===== src/rtl/ram_arb_pkg.sv =====
// Shared types for the RAM data-port arbiter: access sizes, requester ids
// and the one-stage read-response pipeline record.
package ram_arb_pkg;

   typedef enum logic [1:0] {
      SZ_BYTE = 2'd0,
      SZ_HALF = 2'd1,
      SZ_WORD = 2'd2
   } size_e;

   localparam logic REQ_CPU = 1'b0;
   localparam logic REQ_AUX = 1'b1;

   typedef struct packed {
      logic pending;
      logic id;
      logic error;
   } rsp_pipe_t;

endpackage


===== src/rtl/ram_byte_enable_dec.sv =====
// Maps access size and byte offset to per-lane write enables; purely combinational.
// Lanes shifted past the top of the word are dropped, so there is no misalignment fault.
module ram_byte_enable_dec
   import ram_arb_pkg::*;
#(
   parameter int NB_COL  = 4,
   parameter int SIZE_WL = 2
) (
   input  logic [SIZE_WL-1:0] size,
   input  logic [1:0]         offset,
   output logic [NB_COL-1:0]  lane
);

   logic [NB_COL-1:0] pattern;

   always_comb begin
      pattern = '1;
      if (size == SIZE_WL'(SZ_BYTE))
         pattern = NB_COL'(1);
      else if (size == SIZE_WL'(SZ_HALF))
         pattern = NB_COL'(3);
   end

   assign lane = pattern << offset;

endmodule


===== src/rtl/ram_port_arbiter.sv =====
// Round-robin arbiter sharing one RAM data port between two requesters; commands reach the RAM
// combinationally, read responses return one cycle after acceptance; ready is valid AND granted.
module ram_port_arbiter
   import ram_arb_pkg::*;
#(
   parameter int WL          = 32,
   parameter int NB_COL      = WL / 8,
   parameter int RAM_DEPTH   = 8192,
   parameter int RAM_ADDR_WL = $clog2(RAM_DEPTH - 1),
   parameter int SIZE_WL     = 2
) (
   input  logic                   clk,
   input  logic                   reset,

   input  logic                   m0_cmd_valid,
   output logic                   m0_cmd_ready,
   input  logic                   m0_cmd_wr,
   input  logic [WL-1:0]          m0_cmd_addr,
   input  logic [WL-1:0]          m0_cmd_data,
   input  logic [SIZE_WL-1:0]     m0_cmd_size,
   output logic                   m0_rsp_valid,
   output logic                   m0_rsp_error,
   output logic [WL-1:0]          m0_rsp_data,

   input  logic                   m1_cmd_valid,
   output logic                   m1_cmd_ready,
   input  logic                   m1_cmd_wr,
   input  logic [WL-1:0]          m1_cmd_addr,
   input  logic [WL-1:0]          m1_cmd_data,
   input  logic [SIZE_WL-1:0]     m1_cmd_size,
   output logic                   m1_rsp_valid,
   output logic                   m1_rsp_error,
   output logic [WL-1:0]          m1_rsp_data,

   output logic [NB_COL-1:0]      ram_we,
   output logic [RAM_ADDR_WL-1:0] ram_addr,
   output logic [WL-1:0]          ram_din,
   input  logic [WL-1:0]          ram_dout,

   output logic                   grant_id
);

   logic              last_grant;
   logic              winner;
   logic              grant;
   logic              sel_wr;
   logic [WL-1:0]     sel_addr;
   logic [WL-1:0]     sel_data;
   logic [SIZE_WL-1:0] sel_size;
   logic [NB_COL-1:0] lane;
   logic              oor;
   rsp_pipe_t         pipe;
   rsp_pipe_t         pipe_nxt;

   // Under contention the requester that did not win last time goes first.
   always_comb begin
      winner = REQ_CPU;
      if (m0_cmd_valid && m1_cmd_valid)
         winner = ~last_grant;
      else if (m1_cmd_valid)
         winner = REQ_AUX;
   end

   assign grant        = (m0_cmd_valid || m1_cmd_valid) && !reset;
   assign m0_cmd_ready = m0_cmd_valid && !reset && (winner == REQ_CPU);
   assign m1_cmd_ready = m1_cmd_valid && !reset && (winner == REQ_AUX);
   assign grant_id     = winner && !reset;

   always_comb begin
      sel_wr   = m0_cmd_wr;
      sel_addr = m0_cmd_addr;
      sel_data = m0_cmd_data;
      sel_size = m0_cmd_size;
      if (winner == REQ_AUX) begin
         sel_wr   = m1_cmd_wr;
         sel_addr = m1_cmd_addr;
         sel_data = m1_cmd_data;
         sel_size = m1_cmd_size;
      end
   end

   ram_byte_enable_dec #(
      .NB_COL  (NB_COL),
      .SIZE_WL (SIZE_WL)
   ) u_be_dec (
      .size   (sel_size),
      .offset (sel_addr[1:0]),
      .lane   (lane)
   );

   assign oor      = |sel_addr[WL-1:RAM_ADDR_WL+2];
   assign ram_we   = (grant && sel_wr && !oor) ? lane : '0;
   assign ram_addr = sel_addr[RAM_ADDR_WL+1:2];
   assign ram_din  = sel_data;

   always_comb begin
      pipe_nxt.pending = grant && !sel_wr;
      pipe_nxt.id      = winner;
      pipe_nxt.error   = oor;
   end

   always_ff @(posedge clk) begin
      if (reset) begin
         pipe       <= '0;
         last_grant <= REQ_AUX;
      end else begin
         pipe <= pipe_nxt;
         if (grant)
            last_grant <= winner;
      end
   end

   // Gating with reset drops a response whose read was accepted just before reset rose.
   assign m0_rsp_valid = pipe.pending && !reset && (pipe.id == REQ_CPU);
   assign m1_rsp_valid = pipe.pending && !reset && (pipe.id == REQ_AUX);
   assign m0_rsp_error = m0_rsp_valid && pipe.error;
   assign m1_rsp_error = m1_rsp_valid && pipe.error;
   assign m0_rsp_data  = (m0_rsp_valid && !pipe.error) ? ram_dout : '0;
   assign m1_rsp_data  = (m1_rsp_valid && !pipe.error) ? ram_dout : '0;

endmodule

===== config.mk =====
export PLATFORM = sky130hd
export DESIGN_NAME = ram_port_arbiter
export DESIGN_NICKNAME = d
export VERILOG_FILES = /design/src/rtl/ram_arb_pkg.sv /design/src/rtl/ram_byte_enable_dec.sv /design/src/rtl/ram_port_arbiter.sv
export SDC_FILE = /design/constraint.sdc
export NUM_CORES = 1
export LEC_CHECK = 0
export ABC_AREA = 1
export CAP_MARGIN = 10
export CORE_AREA = 2 2 113 115
export CTS_CLUSTER_DIAMETER = 40
export DETAILED_ROUTE_END_ITERATION = 7
export DIE_AREA = 0 0 115 117
export SLEW_MARGIN = 25
export SYNTH_ARGS = -nofsm -noshare
export SYNTH_HDL_FRONTEND = slang
export SYNTH_HIERARCHICAL = 1
export SYNTH_SLANG_ARGS = --single-unit

===== constraint.sdc =====
create_clock -name clk -period 2.4 [get_ports clk]
set_input_delay 0.48 -clock clk [delete_from_list [all_inputs] [get_ports clk]]
set_output_delay 0.48 -clock clk [all_outputs]
set_load 0.02 [all_outputs]

==> impl_metrics.yaml <==
yosys:
  synth_nets: 529
  synth_adder_area_share_pct: 0
  synth-warning-count: 6
  synth-seq-cells: 4
  synth_top_family_by_area: "simple AND/OR/NAND/NOR gates"
  muxShareOfSynthArea_pct: 0
  yosysSeqAreaShare_pct: 4.92
  syn-instance-count: 359
  synth_compound_area_share_pct: 1.69
  synth_area_um2: 1630
  syn_avg_cell_area_um2: 4.53
  ys_types: 21
  yosys.area_share.simple_pct: 69.8
  synth-xor-area-share_pct: 0
routing:
  drt_pass1_iterations: 4
  drc_errors: 0
  viasPerCell: 3.84
  final_antenna_net_count: 0
  vias: 3067
  wl_per_cell_um: 12.3
  drtIter0Drc: 53
  totalWireLength_mm: 9.80
setup_path:
  worst_setup_path_start_kind: "primary input"
  end_kind: "output pin"
  crit_arrival_ns: 1.83
  cpMostUsedCell: "nand2_1"
  critical_path_required_ns: 1.92
  cp_max_fo: 9
  cpMaxStageDelayCell: "clkdlybuf4s50_1"
  r2r_end: "last_grant"
  slowest_delay_ns: 0.61
  timing.rr.start: "last_grant"
  rrSetupSlack_ns: 1.20
  ff2ff_path_depth: 7
  crit_chain: "dlygate4sd2_1 -> nand2_2 -> nand2_4 -> inv_4 -> buf_4 -> nand2_1 -> nand2_1 -> clkdlybuf4s50_1"
  crit_type: "in -> out"
clock_tree:
  clock-root-buffer: "clkbuf_16"
  post_cts_buffers: 0
  htree_levels: 1
  cts_tree: "yes"
  insertion_delay_ns: 0.22
  tritoncts.num_buffers: 3
  cts_num_sinks: 4
  clkSlewWorstSetupHoldPaths_ns: 0.03
  cts.path.max_buffers: 2
pwr:
  p_leak_nw: 2.62
  p_sw_mw: 0.390
  switching_share_pct: 35.3
  cellPowerDensity_nw_per_um2: 234
  power_frac_seq_pct: 6.7
  p_total_mw: 1.11
  p_clk_share_pct: 23.4
  p_int_mw: 0.715
  ir_worst_vdd_mv: 0.162
  p_comb_share_pct: 70.0
min_path:
  holdCritPathClass: "reg -> reg"
  worstHoldStart: "last_grant"
  hold_end: "last_grant"
  hold_depth: 2
flow_run:
  drv_cap: 0
floorplan:
  die_h_um: 117
  die-area_um2: 13500
  io_pins: 290
  core-area_um2: 12300
  die_w_um: 115
  fp-row-count: 41
  initial_utilization_pct: 13.2
global_routing:
  antenna_found_initial: 1
  grt_pass1_wl_mm: 14.0
  grt_overflow_total: 0
  grt_max_degree: 33
  grt_pass1_vias: 3024
  grt_util_all_layers_pct: 13.3
cells_and_area:
  antenna_cells: 0
  layout_common_cells: "clkdlybuf4s50_1 (171), nand2_1 (159), dlygate4sd2_1 (70), nor2_1 (66), inv_1 (44)"
  final_common_cell: "clkdlybuf4s50_1"
  layout-drive-gt1-share_pct: 18.8
  nets: 821
  area_growth_syn_to_layout_pct: 191
  fillCellCount: 1338
sta:
  fmax_ghz: 0.432
  relSlewSlack_pct: 81.4
  finalCritPeriodShare_pct: 96.3
  slew_viol_final: 0
  worstMarginPinSlew_ns: 0.276
  hold_viol: 0
  setup_viol: 0
  fin_skew_ns: 0.00201
  rsz0062_at_grt: "no"
  min_period_ns: 2.31
  setup_slack_ns: 0.0876
outcome:
  status: "completed"
placed_design:
  routabilityCongestion: 0.808
  dp_worst_setup_slack_ns: -0.497
  numPortBuffers: 289
  dp_hpwl_mm: 9.12
worst max-delay path, delay by kind of cell:
family	cells	cell delay, ns
AND/OR/NAND/NOR	4	0.26
buffers and inverters	4	1.10
per-stage QoR:
stage | hold slack [ns] | cells | util [%] | setup TNS (ns) | area, um^2
after floorplan | 0.461 | 359 | - | 0 | 1630
final | 0.524 | 799 | 38.4 | 0 | 4730
after global placement | 0.495 | 797 | 38.8 | -38.99 | 4770
after detailed placement | 0.496 | 797 | 38.8 | -42.03 | 4770
after CTS | 0.525 | 800 | 38.3 | 0 | 4720
after global routing | 0.565 | 799 | 38.4 | 0 | 4730
registers in the layout, indices dropped and copies added (netlist names):
register,flops
last_grant,1
pipe,3
metal layers:
layer  track usage [%]  share of wire, %
met5                 0                 0
met4              3.13               1.4
met3              3.50                11
met2              28.5                55
met1              12.2                33
cell usage after synthesis:
cell | n | share of area (%)
dfxtp_1 | 4 | 4.9
or2_0 | 1 | 0.38
nor3_2 | 1 | 0.62
a21oi_1 | 3 | 0.92
nor2_2 | 30 | 12
nor2_1 | 69 | 16
buf_4 | 15 | 6.9
nand3_1 | 2 | 0.62
inv_1 | 44 | 10
buf_6 | 4 | 2.8
clkbuf_1 | 5 | 1.2
nand2_1 | 164 | 38
o21bai_1 | 1 | 0.46
nand2_2 | 1 | 0.38
nor3_4 | 1 | 1.0
o21ai_1 | 1 | 0.31
or2_1 | 1 | 0.38
buf_2 | 7 | 2.2
inv_2 | 2 | 0.46
nor3_1 | 1 | 0.31
nor4_1 | 2 | 0.77
what timing repair did:
action | 4_1_cts | 5_1_grt
hold buffers | 0 | 0
hold endpoints to repair | 0 | 0
pin swaps | 5 | 6
endpoints found under the setup margin | 116 | 2
gates resized for setup | 231 | 5
area by class of cell:
type                    instances  area [um^2]  area share, %
repair buffers                318         3010           63.6
multi-input cells             278         1210           25.5
well taps                     150          188           3.97
inverters                      46          175           3.70
flip-flops and latches          4         80.1           1.69
clock buffers                   3         75.1           1.59
worst max path at each step:
stage | endpoint | slack, ns | cells past startpoint | startpoint
global route | m1_cmd_ready | 0.001 | 6 | m0_cmd_valid
finish | ram_din[31] | 0.09 | 8 | m0_cmd_valid
floorplan | ram_we[2] | 0.28 | 10 | m0_cmd_valid
global placement | ram_we[3] | -0.49 | 10 | m0_cmd_valid
CTS | ram_we[0] | 0.0003 | 9 | m0_cmd_addr[15]
detailed placement | ram_addr[6] | -0.50 | 9 | m0_cmd_valid
power by group through the flow:
stage / clock (mW) / sequential (mW) / combinational (mW)
after floorplan: 0 / 0.0738 / 0.317
after global placement: 0 / 0.0743 / 0.818
after detailed placement: 0 / 0.0743 / 0.824
after CTS: 0.263 / 0.0738 / 0.783
after global routing: 0.266 / 0.0742 / 0.838
final: 0.258 / 0.0737 / 0.773
cell families (layout without fill, tap and decap cells):
logic type      Yosys count  in the layout
simple gates            273            273
buf+inv                  77            367
compound gates            5              5
flops                     4              4
Note: power is estimated with default switching activity, not from simulation.
